### src/rtl/conv_pool_sched_if.sv
// Handshake bundle between the conv/pool scheduler, the patch buffer,
// the MAC datapath and the run controller.
interface conv_pool_sched_if #(
  parameter int MAX_W  = 256,
  parameter int MAX_H  = 256,
  parameter int MAX_CH = 64
) ();
  localparam int WW = $clog2(MAX_W + 1);
  localparam int HW = $clog2(MAX_H + 1);
  localparam int CW = $clog2(MAX_CH + 1);
  localparam int XW = $clog2(MAX_W);
  localparam int YW = $clog2(MAX_H);
  localparam int IW = $clog2(MAX_CH);
  localparam int AW = $clog2(MAX_W * MAX_H / 4);

  logic          start;
  logic [WW-1:0] cfg_width;
  logic [HW-1:0] cfg_height;
  logic [CW-1:0] cfg_ch;
  logic          busy;
  logic          done;
  logic          cfg_err;
  logic          rd_req;
  logic          rd_ack;
  logic [XW-1:0] patch_x;
  logic [YW-1:0] patch_y;
  logic [IW-1:0] ch_idx;
  logic          mac_vld;
  logic          mac_first;
  logic          mac_last;
  logic          out_wr;
  logic [AW-1:0] out_addr;

  modport master (
    input  start, cfg_width, cfg_height, cfg_ch, rd_ack,
    output busy, done, cfg_err, rd_req,
    output patch_x, patch_y, ch_idx,
    output mac_vld, mac_first, mac_last,
    output out_wr, out_addr
  );

  modport slave (
    output start, cfg_width, cfg_height, cfg_ch, rd_ack,
    input  busy, done, cfg_err, rd_req,
    input  patch_x, patch_y, ch_idx,
    input  mac_vld, mac_first, mac_last,
    input  out_wr, out_addr
  );
endinterface

### src/rtl/conv_pool_sched.sv
// Walks pooled positions and channels of a feature map, fetching patches
// and issuing MAC steps; tracks pooled results through the MAC latency.
module conv_pool_sched #(
  parameter int MAX_W   = 256,
  parameter int MAX_H   = 256,
  parameter int MAX_CH  = 64,
  parameter int MAC_LAT = 10
) (
  input logic clk,
  input logic rst,
  conv_pool_sched_if.master bus
);
  localparam int WW = $clog2(MAX_W + 1);
  localparam int HW = $clog2(MAX_H + 1);
  localparam int CW = $clog2(MAX_CH + 1);
  localparam int XW = $clog2(MAX_W);
  localparam int YW = $clog2(MAX_H);
  localparam int IW = $clog2(MAX_CH);
  localparam int AW = $clog2(MAX_W * MAX_H / 4);

  typedef enum logic [2:0] {
    IDLE, FETCH, ISSUE, DRAIN, DONE
  } state_t;

  state_t state, nxt;

  logic [XW-1:0] px, pw;
  logic [YW-1:0] py, ph;
  logic [IW-1:0] ch;
  logic [CW-1:0] ch_n;
  logic [AW-1:0] addr;
  logic          cfg_err_q;

  logic [MAC_LAT-1:0] dl_v;
  logic [AW-1:0]      dl_a [MAC_LAT];
  logic [MAC_LAT-1:0] body;

  logic legal, accept, pending;
  logic last_ch, last_px, last_py;
  logic vld, last;

  assign legal = !bus.cfg_width[0]
              && bus.cfg_width >= WW'(4)
              && bus.cfg_width <= WW'(MAX_W)
              && !bus.cfg_height[0]
              && bus.cfg_height >= HW'(4)
              && bus.cfg_height <= HW'(MAX_H)
              && bus.cfg_ch >= CW'(1)
              && bus.cfg_ch <= CW'(MAX_CH);

  assign accept  = (state == IDLE) && bus.start && legal;
  assign last_ch = (CW'(ch) == ch_n - CW'(1));
  assign last_px = (px == pw - XW'(1));
  assign last_py = (py == ph - YW'(1));
  assign vld     = (state == ISSUE);
  assign last    = vld && last_ch;

  // DONE must coincide with the cycle after the final tail write,
  // so only entries behind the tail keep DRAIN waiting.
  always_comb begin
    body = dl_v;
    body[MAC_LAT-1] = 1'b0;
    pending = |body;
  end

  always_comb begin
    nxt = state;
    unique case (state)
      IDLE:  if (accept) nxt = FETCH;
      FETCH: if (bus.rd_ack) nxt = ISSUE;
      ISSUE: nxt = (last_ch && last_px && last_py) ? DRAIN : FETCH;
      DRAIN: if (!pending) nxt = DONE;
      DONE:  nxt = IDLE;
      default: nxt = IDLE;
    endcase
  end

  always_ff @(posedge clk) begin
    if (rst) state <= IDLE;
    else     state <= nxt;
  end

  always_ff @(posedge clk) begin
    if (rst) begin
      px        <= '0;
      py        <= '0;
      ch        <= '0;
      addr      <= '0;
      pw        <= '0;
      ph        <= '0;
      ch_n      <= '0;
      cfg_err_q <= 1'b0;
    end else begin
      cfg_err_q <= (state == IDLE) && bus.start && !legal;
      if (accept) begin
        pw   <= XW'((bus.cfg_width - WW'(2)) >> 1);
        ph   <= YW'((bus.cfg_height - HW'(2)) >> 1);
        ch_n <= bus.cfg_ch;
        px   <= '0;
        py   <= '0;
        ch   <= '0;
        addr <= '0;
      end else if (vld) begin
        if (!last_ch) begin
          ch <= ch + IW'(1);
        end else begin
          ch   <= '0;
          addr <= (last_px && last_py) ? '0 : addr + AW'(1);
          if (!last_px) begin
            px <= px + XW'(1);
          end else begin
            px <= '0;
            py <= last_py ? '0 : py + YW'(1);
          end
        end
      end
    end
  end

  always_ff @(posedge clk) begin
    if (rst) begin
      dl_v <= '0;
      for (int i = 0; i < MAC_LAT; i++) dl_a[i] <= '0;
    end else begin
      dl_v[0] <= last;
      dl_a[0] <= last ? addr : '0;
      for (int i = 1; i < MAC_LAT; i++) begin
        dl_v[i] <= dl_v[i-1];
        dl_a[i] <= dl_a[i-1];
      end
    end
  end

  assign bus.busy      = (state != IDLE);
  assign bus.done      = (state == DONE);
  assign bus.cfg_err   = cfg_err_q;
  assign bus.rd_req    = (state == FETCH);
  assign bus.patch_x   = XW'({px, 1'b0});
  assign bus.patch_y   = YW'({py, 1'b0});
  assign bus.ch_idx    = ch;
  assign bus.mac_vld   = vld;
  assign bus.mac_first = vld && (ch == '0);
  assign bus.mac_last  = last;
  assign bus.out_wr    = dl_v[MAC_LAT-1];
  assign bus.out_addr  = dl_a[MAC_LAT-1];
endmodule
### src/flat_wrapper.sv
// flat-port wrapper written by rule: the top's interface ports become plain ports
module conv_pool_sched_flat 
#(
  parameter int MAX_W   = 256,
  parameter int MAX_H   = 256,
  parameter int MAX_CH  = 64,
  parameter int MAC_LAT = 10
)
  (clk, rst, bus_start, bus_cfg_width, bus_cfg_height, bus_cfg_ch, bus_rd_ack, bus_busy, bus_done, bus_cfg_err, bus_rd_req, bus_patch_x, bus_patch_y, bus_ch_idx, bus_mac_vld, bus_mac_first, bus_mac_last, bus_out_wr, bus_out_addr);
  conv_pool_sched_if #(.MAX_W(MAX_W), .MAX_H(MAX_H), .MAX_CH(MAX_CH)) bus_i ();
  input logic clk;
  input logic rst;
  input wire logic [$bits(bus_i.start)-1:0] bus_start;
  input wire logic [$bits(bus_i.cfg_width)-1:0] bus_cfg_width;
  input wire logic [$bits(bus_i.cfg_height)-1:0] bus_cfg_height;
  input wire logic [$bits(bus_i.cfg_ch)-1:0] bus_cfg_ch;
  input wire logic [$bits(bus_i.rd_ack)-1:0] bus_rd_ack;
  output wire logic [$bits(bus_i.busy)-1:0] bus_busy;
  output wire logic [$bits(bus_i.done)-1:0] bus_done;
  output wire logic [$bits(bus_i.cfg_err)-1:0] bus_cfg_err;
  output wire logic [$bits(bus_i.rd_req)-1:0] bus_rd_req;
  output wire logic [$bits(bus_i.patch_x)-1:0] bus_patch_x;
  output wire logic [$bits(bus_i.patch_y)-1:0] bus_patch_y;
  output wire logic [$bits(bus_i.ch_idx)-1:0] bus_ch_idx;
  output wire logic [$bits(bus_i.mac_vld)-1:0] bus_mac_vld;
  output wire logic [$bits(bus_i.mac_first)-1:0] bus_mac_first;
  output wire logic [$bits(bus_i.mac_last)-1:0] bus_mac_last;
  output wire logic [$bits(bus_i.out_wr)-1:0] bus_out_wr;
  output wire logic [$bits(bus_i.out_addr)-1:0] bus_out_addr;
  assign bus_i.start = bus_start;
  assign bus_i.cfg_width = bus_cfg_width;
  assign bus_i.cfg_height = bus_cfg_height;
  assign bus_i.cfg_ch = bus_cfg_ch;
  assign bus_i.rd_ack = bus_rd_ack;
  assign bus_busy = bus_i.busy;
  assign bus_done = bus_i.done;
  assign bus_cfg_err = bus_i.cfg_err;
  assign bus_rd_req = bus_i.rd_req;
  assign bus_patch_x = bus_i.patch_x;
  assign bus_patch_y = bus_i.patch_y;
  assign bus_ch_idx = bus_i.ch_idx;
  assign bus_mac_vld = bus_i.mac_vld;
  assign bus_mac_first = bus_i.mac_first;
  assign bus_mac_last = bus_i.mac_last;
  assign bus_out_wr = bus_i.out_wr;
  assign bus_out_addr = bus_i.out_addr;
  conv_pool_sched #(.MAX_W(MAX_W), .MAX_H(MAX_H), .MAX_CH(MAX_CH), .MAC_LAT(MAC_LAT)) u_core (.clk(clk), .rst(rst), .bus(bus_i));
endmodule
### config.mk
export PLATFORM = sky130hd
export DESIGN_NAME = conv_pool_sched_flat
export DESIGN_NICKNAME = d
export VERILOG_FILES = /design/src/rtl/conv_pool_sched_if.sv /design/src/rtl/conv_pool_sched.sv /design/src/flat_wrapper.sv
export SDC_FILE = /design/constraint.sdc
export NUM_CORES = 1
export LEC_CHECK = 0
export CORE_MARGIN = 5
export CORE_UTILIZATION = 25
export DETAILED_ROUTE_END_ITERATION = 10
export MAX_ROUTING_LAYER = met4
export PLACE_DENSITY = 0.39
export SYNTH_ARGS = -nofsm -noshare
export SYNTH_HDL_FRONTEND = slang
export SYNTH_SLANG_ARGS = --single-unit
### constraint.sdc
create_clock -name clk -period 3.1 [get_ports clk]
set_input_delay 0.62 -clock clk [delete_from_list [all_inputs] [get_ports clk]]
set_output_delay 0.62 -clock clk [all_outputs]
set_load 0.02 [all_outputs]
Word level (Yosys, flattened, before mapping)
Memory sizes are Yosys's and may differ from the RTL's.
Index checks and enable logic that the tools add are counted.
Widths: inputs -> output; s select.

word-level totals
  memory bits (writable) = 140
  memories = 1
  output and inout bits = 44
  register bits after elaboration = 73
  bits of input ports = 29

cells by class
  add/subtract/negate cells = 9
  bitwise operators = 10
  multiplexer cells = 23
  reduce and logical (&&, ||, !) cells = 26
  magnitude comparators = 6
  equal/unequal tests = 10

memories
  name         words  width  read ports  clocked after memory_dff  wr ports  RTL line               source
  u_core.dl_a  10     14     10          0                         10        conv_pool_sched.sv:35  logic [AW-1:0] dl_a [MAC_LAT];

operators with widths
  operator               count
  $mux 14                12
  $ge 9x3->1 const B     2
  $le 9x9->1 const B     2
  $sub 9x2->9 const B    2
  $add 8x1->8 const B    2
  $eq 8x8->1             2
  $mux 8                 2
  $sub 8x1->8 const B    2
  $logic_and 1x1->1      15
  $add 14x1->14 const B  1
  $pmux 3 s4             1
  $or 1x1->1             10
  $mux 3                 3
  $reduce_or 9->1        1
  $eq 6x7->1             1
  $ge 7x1->1 const B     1
  $le 7x7->1 const B     1
  $sub 7x1->7 const B    1
  $add 6x1->6 const B    1
  $eq 3x2->1 const B     2
  $logic_not 6->1        1
  $mux 6                 1
  $reduce_and 3->1       2
  $ne 2x2->1 const B     2
  other kinds (10)       14

Longest topological paths before layout
Gate-level depths: netlist (run 1).

  depth after elaboration = 11
  gate-level depth with buffers = 12

Least setup slack after synthesis (run 1)
OpenSTA, ideal clock, no wires.

  kind = register -> output
  start point = register u_core.ch_n[0]
  end point = output bus_mac_last
  required time = 2.480 ns
  stages on the path, launching flop included = 10
  arrival = 2.287 ns
  slack = 0.193 ns
  cell sequence = dfxtp_1 buf_2 inv_1 ha_1 buf_2 o21bai_1 a2111o_1 o31a_1 a211oi_4 clkbuf_1

between the ends
  word-level cells in the longest chain between the ends = 3

ends and longest elaborated chain
  element                   RTL line               source
  start: declaration        conv_pool_sched.sv:30  logic [CW-1:0] ch_n;
  start signal: assignment  conv_pool_sched.sv:98  ch_n <= bus.cfg_ch;
  $sub 7x1->7               conv_pool_sched.sv:52  assign last_ch = (CW'(ch) == ch_n - CW'(1));
  $eq 6x7->1                conv_pool_sched.sv:52
  $logic_and 1x1->1         conv_pool_sched.sv:56  assign last = vld && last_ch;
  end: declaration          flat_wrapper.sv:27     output wire logic [$bits(bus_i.mac_last)-1:0] bus_mac_last;

Every way passes these cells.

Worst setup path after layout (run 1)
Same ends and word-level chain as after synthesis.

==> results of run 1 <==
==> timing repair <==
| action | CTS | global route |
|---|---|---|
| hold endpoints to repair | 0 | 0 |
| gates resized for setup | 4 | 6 |
| endpoints found under the setup margin | 1 | 7 |
| pin swaps | 1 | 1 |
| buffers inserted | 2 | 0 |
==> cells in the mapped netlist (all sizes together), types with 2 or more instances <==
library cell,number
o31ai,3
nor3b,3
o22ai,3
o21bai,3
nand4,9
nand2,25
nand3,14
nor2b,139
or2,2
or4,5
o211ai,4
nor2,69
a211oi,18
inv,20
nor4,12
a21boi,2
buf,35
and2,16
and4,4
and3,8
ha,10
a311oi,2
xnor2,26
mux2i,8
nand2b,5
a21oi,20
nor3,14
or3,10
dfxtp,213
a22oi,2
clkbuf,29
xor2,34
nand3b,3
o31a,2
o21ai,9
==> final cells by class <==
| class | count | area, µm² | area share |
|---|---|---|---|
| clock buffer | 32 | 682 | 0.0702 |
| sequential | 213 | 4260 | 0.439 |
| inverter | 20 | 75.1 | 0.00773 |
| tap | 396 | 495 | 0.0510 |
| timing repair buffer | 101 | 930 | 0.0957 |
| clock inverter | 7 | 85.1 | 0.00876 |
| multi-input combinational | 495 | 3180 | 0.327 |
==> path summary, 6_finish.rpt <==
path	end	slack, ns
min reg2reg	u_core.dl_a[0][30]$_SDFF_PP0_	0.43
max	bus_mac_last	0.16
min	u_core.dl_a[0][30]$_SDFF_PP0_	0.43
max reg2reg	u_core.py[7]$_SDFFE_PP0P_	0.27
==> placed cells by master (no fill, tap or decap), drive strengths merged, types with 5 or more instances in the layout <==
master	n
a21oi	20
xor2	34
mux2i	8
nand2	25
clkbuf	32
a211oi	18
nor4	12
buf	33
inv	22
nand4	9
or3	10
and3	8
nand2b	5
o21ai	9
xnor2	26
or4	5
dfxtp	213
nor3	14
nor2	69
clkdlybuf4s50	68
nor2b	139
nand3	14
and2	16
ha	10
==> worst max-delay path: cells and delay by family, from the launching register on <==
family	cells	cell delay, ns
adder cells (fa/ha/maj)	1	0.19
AO/OA/AOI/OAI	4	0.92
flip-flops	1	0.32
buffers and inverters	3	0.35
==> kinds of logic (layout without fill, tap and decap cells) <==
group	Yosys count	in the layout	synth area share
flip-flops	213	213	0.544
AO/OA/AOI/OAI	74	74	0.0645
other	1	2	0.000478
XOR/XNOR	60	60	0.0670
adder cells (fa/ha/maj)	10	10	0.0160
multiplexers	8	8	0.0102
buffers and inverters	84	160	0.0554
AND/OR/NAND/NOR	341	341	0.243
==> per-layer routing <==
| layer | vias to the layer above | global-route usage |
|---|---|---|
| met5 | - | - |
| met2 | 63 | 0.130 |
| met4 | 0 | 0.0299 |
| met3 | 31 | 0.0218 |
| met1 | 2252 | 0.116 |
| li1 | 2706 | - |
==> metrics by stage <==
step                      worst slack [ns]  utilization  cells  instance area (µm²)
final                                0.159        0.316   1264                 9710
after floorplan                      0.193            -    792                 7840
after detailed placement            0.0735        0.289   1223                 8900
after global routing                0.0114        0.316   1264                 9710
after global placement              0.0818        0.289   1223                 8900
after CTS                           0.0107        0.315   1264                 9690
==> registers in the layout, summed over array words and instances, names as in the netlist <==
name and cells:
u_core.addr 14, u_core.bus.cfg_err 1, u_core.bus.ch_idx 6, u_core.ch_n 7, u_core.dl_a 140, u_core.dl_v 10, u_core.ph 8, u_core.pw 8
u_core.px 8, u_core.py 8, u_core.state 3
==> power by group <==
| group | leakage [µW] | switching, µW | internal [µW] |
|---|---|---|---|
| Combinational | 0.00153 | 93.0 | 70.9 |
| Clock | 0.000375 | 1110 | 1630 |
| Sequential | 0.00172 | 4.77 | 2740 |
| Total | 0.00362 | 1210 | 4440 |
==> flow_metrics.tcl, run 1 <==
set metrics [dict create \
    grt_max_degree 46 \
    cts_hold_buf 0 \
    yosysWarningCount 0 \
    crit_type "register to output pin" \
    finalCriticalPeriod_ns 2.94 \
    max_stage_delay_ns 0.40 \
    power.density_nw_per_um2 582 \
    wl_mm 14.8 \
    vdd_drop_max_uv 382 \
    clock_sinks 213 \
    ys.flop_type "dfxtp_1" \
    boundaryPins 73 \
    synth_seq_cells 213 \
    min_path_type "register to register" \
    hold_path_depth 1 \
    startpoint "u_core.ch_n[0]$_SDFFE_PP0P_" \
    crit_path_start_kind "register" \
    power_uw 5660 \
    start_util 0.255 \
    clk_path_buf_depth 3 \
    diodes 0 \
    rr_worst_depth 12 \
    core_um2 30700 \
    synth_area_leaders "dfxtp_1, nor2b_1, xor2_1, nor2_1, xnor2_1" \
    netlist_area_um2 7840 \
    fillerInstances 3240 \
    htreeDepth 1 \
    fp.dieH_um 187 \
    gr-total-overflow 0 \
    arrival_ns 2.32 \
    power_leakage_uw 0.00362 \
    drt_first_pass_iters 6 \
    r2r-start "u_core.ch_n[0]$_SDFFE_PP0P_" \
    worst_setup_path_end_kind "output pin" \
    post_drt_wl_per_cell_um 11.7 \
    tns_ns 0 \
    drv_cap 0 \
    dieArea_um2 35000 \
    syn_to_final_growth_pct 23.9 \
    cp_data_required_time_ns 2.48 \
    wl_met1_mm 7.37 \
    dp_hpwl_mm 9.91 \
    wl_met3_um 714 \
    hold_viol_final 0 \
    cts-buffers-inserted 25 \
    synth_edf_count 0 \
    nets 895 \
    final-setup-viol-count 0 \
    grtUsageTotal 0.0874 \
    antenna_found_initial 1 \
    io_buffers 70 \
    grt_pass1_wl_mm 25.5 \
    relSlewSlack 0.566 \
    status "finished clean" \
    topRoutingLayerUsed "met4" \
    layout-drive-gt1-share 0.0876 \
    clk_pin_slew_worst_paths_ns 0.06 \
    ant_nets 0 \
    holdWs_ns 0.427 \
    rows 64 \
    synth_area_per_cell_um2 9.91 \
    worst_path_max_delay_cell "a2111o_1" \
    rsz0062_at_grt "no" \
    grt_pass1_vias 5018 \
    synthArstFlopShare 0 \
    netlist_instances 791 \
    worst_slew_pin_slew_ns 0.645 \
    vias 5052 \
    dr.first_iter.drc_count 185 \
    yosysTopAreaCellShare 0.544 \
    slew_violations 0 \
    gp_congestion 0.737 \
    fin_skew_ns 0.0108 \
    die_w_um 187 \
    worstPathMaxFanout 2 \
    min_from "u_core.dl_a[0][16]$_SDFF_PP0_" \
    yosysUniqueCellTypes 48 \
    cp_cell_sequence "inv_1, ha_1, o21bai_1, a2111o_1, o31a_1, a211oi_4, buf_6, buf_2" \
    clk_root_buffer_cell "clkbuf_16" \
    avgViaCountPerCell 4.00 \
    synth_top_area_cell "dfxtp_1" \
    clock.fmax_mhz 340 \
    clkLatencyLatePin_ns 0.52 \
    wl_met2_mm 6.32 \
    drc 0 \
    tritoncts "built" \
    post-route-period-util 0.949 \
    ys_seq_area_frac 0.544 \
]
(Power assumes the default switching activity.)
==> inputs of run 2 (changes only) <==
Settings changed: ABC_CLOCK_PERIOD_IN_PS set to 3100, CORE_UTILIZATION 25 to 33, PLACE_DENSITY 0.39 to 0.49, REMOVE_ABC_BUFFERS set to 1.
==> run 2 against run 1 <==
Against the previous run:
- sequential cell count unchanged
- hold slack better by 0.0021 ns
- via count rose by 0.51%
- power rose by 6.2%
- combinational power shrank 4%
- cell count shrank 7.4%
- largest cell class unchanged
==> flow_metrics.tcl, run 2 (synthesized netlist as in run 1, its figures left out) <==
set metrics [dict create \
    cp-endpoint "bus_mac_last" \
    p_sw_uw 1170 \
    comb_power_share 0.026 \
    final-setup-viol-count 0 \
    status "finished clean" \
    pwr-share-seq 0.457 \
    layout-drive-gt1-share 0.0693 \
    startpoint "u_core.ch_n[0]$_SDFFE_PP0P_" \
    dp_hpwl_mm 8.84 \
    dieArea_um2 26900 \
    boundaryPins 73 \
    rr_worst_depth 11 \
    crit_type "register to output pin" \
    hold_viol_final 0 \
    dr.first_iter.drc_count 208 \
    core_um2 23400 \
    final_cell_mix "dfxtp_1, nor2b_1, nor2_1" \
    fp.dieH_um 164 \
    r2r-start "u_core.ch_n[0]$_SDFFE_PP0P_" \
    min_path_type "register to register" \
    syn_to_final_growth_pct 22.4 \
    avgViaCountPerCell 4.34 \
    p_clk_frac 0.516 \
    post-route-period-util 0.954 \
    nets 874 \
    ant_nets 0 \
    die_w_um 164 \
    clk_pin_slew_worst_paths_ns 0.06 \
    wl_mm 13.5 \
    drv_cap 0 \
    p_int_uw 4830 \
    power_leakage_uw 0.00360 \
    clk_root_buffer_cell "clkbuf_16" \
    utilization 0.410 \
    power.density_nw_per_um2 626 \
    cts-buffers-inserted 23 \
    start_util 0.335 \
    clkLatencyLatePin_ns 0.51 \
    arrival_ns 2.34 \
    slew_violations 0 \
    gr-total-overflow 0 \
    dpl_cell_area_um2 8710 \
    regMostFlops "u_core.dl_a" \
    grtUsageTotal 0.103 \
    drt_first_pass_iters 4 \
    worst_slew_pin_slew_ns 0.735 \
    antenna_found_initial 0 \
    design_area_um2 9600 \
    final_common_cell "dfxtp_1" \
    largest_register_ffs 140 \
    vias 5078 \
    reg2reg_slack_ns 0.24 \
    relSlewSlack 0.502 \
    worstPathMaxFanout 7 \
    clk_path_buf_depth 3 \
    top_regs "u_core.dl_a x140, u_core.addr x14, u_core.dl_v x10" \
    r2r-end "u_core.py[3]$_SDFFE_PP0P_" \
    clock_sinks 213 \
    grt_max_degree 116 \
    cts_setup_buffers 0 \
    p_sw_frac 0.195 \
    htreeDepth 1 \
    io_buffers 70 \
    worst_setup_path_end_kind "output pin" \
    rows 56 \
    vdd_drop_max_uv 365 \
    grt_pass1_vias 4704 \
    tns_ns 0 \
    drc 0 \
    finalCriticalPeriod_ns 2.96 \
    cts_hold_buf 0 \
    diodes 0 \
    tritoncts "built" \
    rsz0062_at_grt "no" \
    fin_skew_ns 0.00983 \
    cp_data_required_time_ns 2.48 \
    crit_path_start_kind "register" \
    clock.fmax_mhz 338 \
    post_drt_wl_per_cell_um 11.5 \
    gp_congestion 0.758 \
    grt_pass1_wl_mm 22.7 \
    hold_path_depth 1 \
]
==> run 2: timing repair <==
action	in CTS	in global routing
hold endpoints to repair	0	0
pin swaps	0	1
setup endpoints to repair	1	8
gates resized for setup	5	4
==> run 2: cell type report <==
type,instances,area (µm²)
fill,2340,13800
multi-input combinational,495,3150
sequential,213,4260
timing repair buffer,82,831
tap,319,399
clock inverter,13,255
clock buffer,28,624
inverter,20,75.1
==> run 2: stage by stage <==
| step | total power [µW] | cells | setup WS [ns] | hold WS, ns |
|---|---|---|---|---|
| global route | 6240 | 1170 | 0.00936 | 0.438 |
| detailed placement | 2970 | 1129 | 0.00356 | 0.420 |
| finish | 6010 | 1170 | 0.141 | 0.429 |
| global placement | 2970 | 1129 | 0.0543 | 0.416 |
| CTS | 6120 | 1170 | 0.0520 | 0.428 |
| floorplan | 2860 | 728 | -1.83 | 0.414 |
==> run 2: power by group through the flow <==
stage | registers, µW | logic, µW | clock network (µW)
floorplan | 2810 | 57.9 | 0
global placement | 2810 | 162 | 0
detailed placement | 2810 | 161 | 0
CTS | 2750 | 162 | 3210
global route | 2740 | 177 | 3320
finish | 2750 | 158 | 3100
==> run 2: worst max-delay path, cell delays in order, from the launching register on <==
cell      delay [ns]
dfxtp_1         0.33
inv_1           0.05
ha_1            0.28
o21bai_1        0.19
a2111o_1        0.40
o31a_1          0.15
a211oi_4        0.28
buf_6           0.17
==> run 2: worst min path at each step <==
stage | startpoint | end
finish | u_core.dl_a[0][77]$_SDFF_PP0_ | u_core.dl_a[0][91]$_SDFF_PP0_
global route | u_core.dl_a[0][77]$_SDFF_PP0_ | u_core.dl_a[0][91]$_SDFF_PP0_
CTS | u_core.dl_a[0][27]$_SDFF_PP0_ | u_core.dl_a[0][41]$_SDFF_PP0_
detailed placement | u_core.dl_a[0][3]$_SDFF_PP0_ | u_core.dl_a[0][17]$_SDFF_PP0_
global placement | u_core.dl_a[0][50]$_SDFF_PP0_ | u_core.dl_a[0][64]$_SDFF_PP0_
floorplan | u_core.dl_a[0][86]$_SDFF_PP0_ | u_core.dl_a[0][100]$_SDFF_PP0_
==> run 2: metal layers <==
layer	routed length (µm)	vias to the layer above	track usage
met1	6640	2280	0.135
met3	739	25	0.0269
li1	-	2679	-
met4	288	0	0.0305
met2	5790	94	0.156
met5	0	-	-
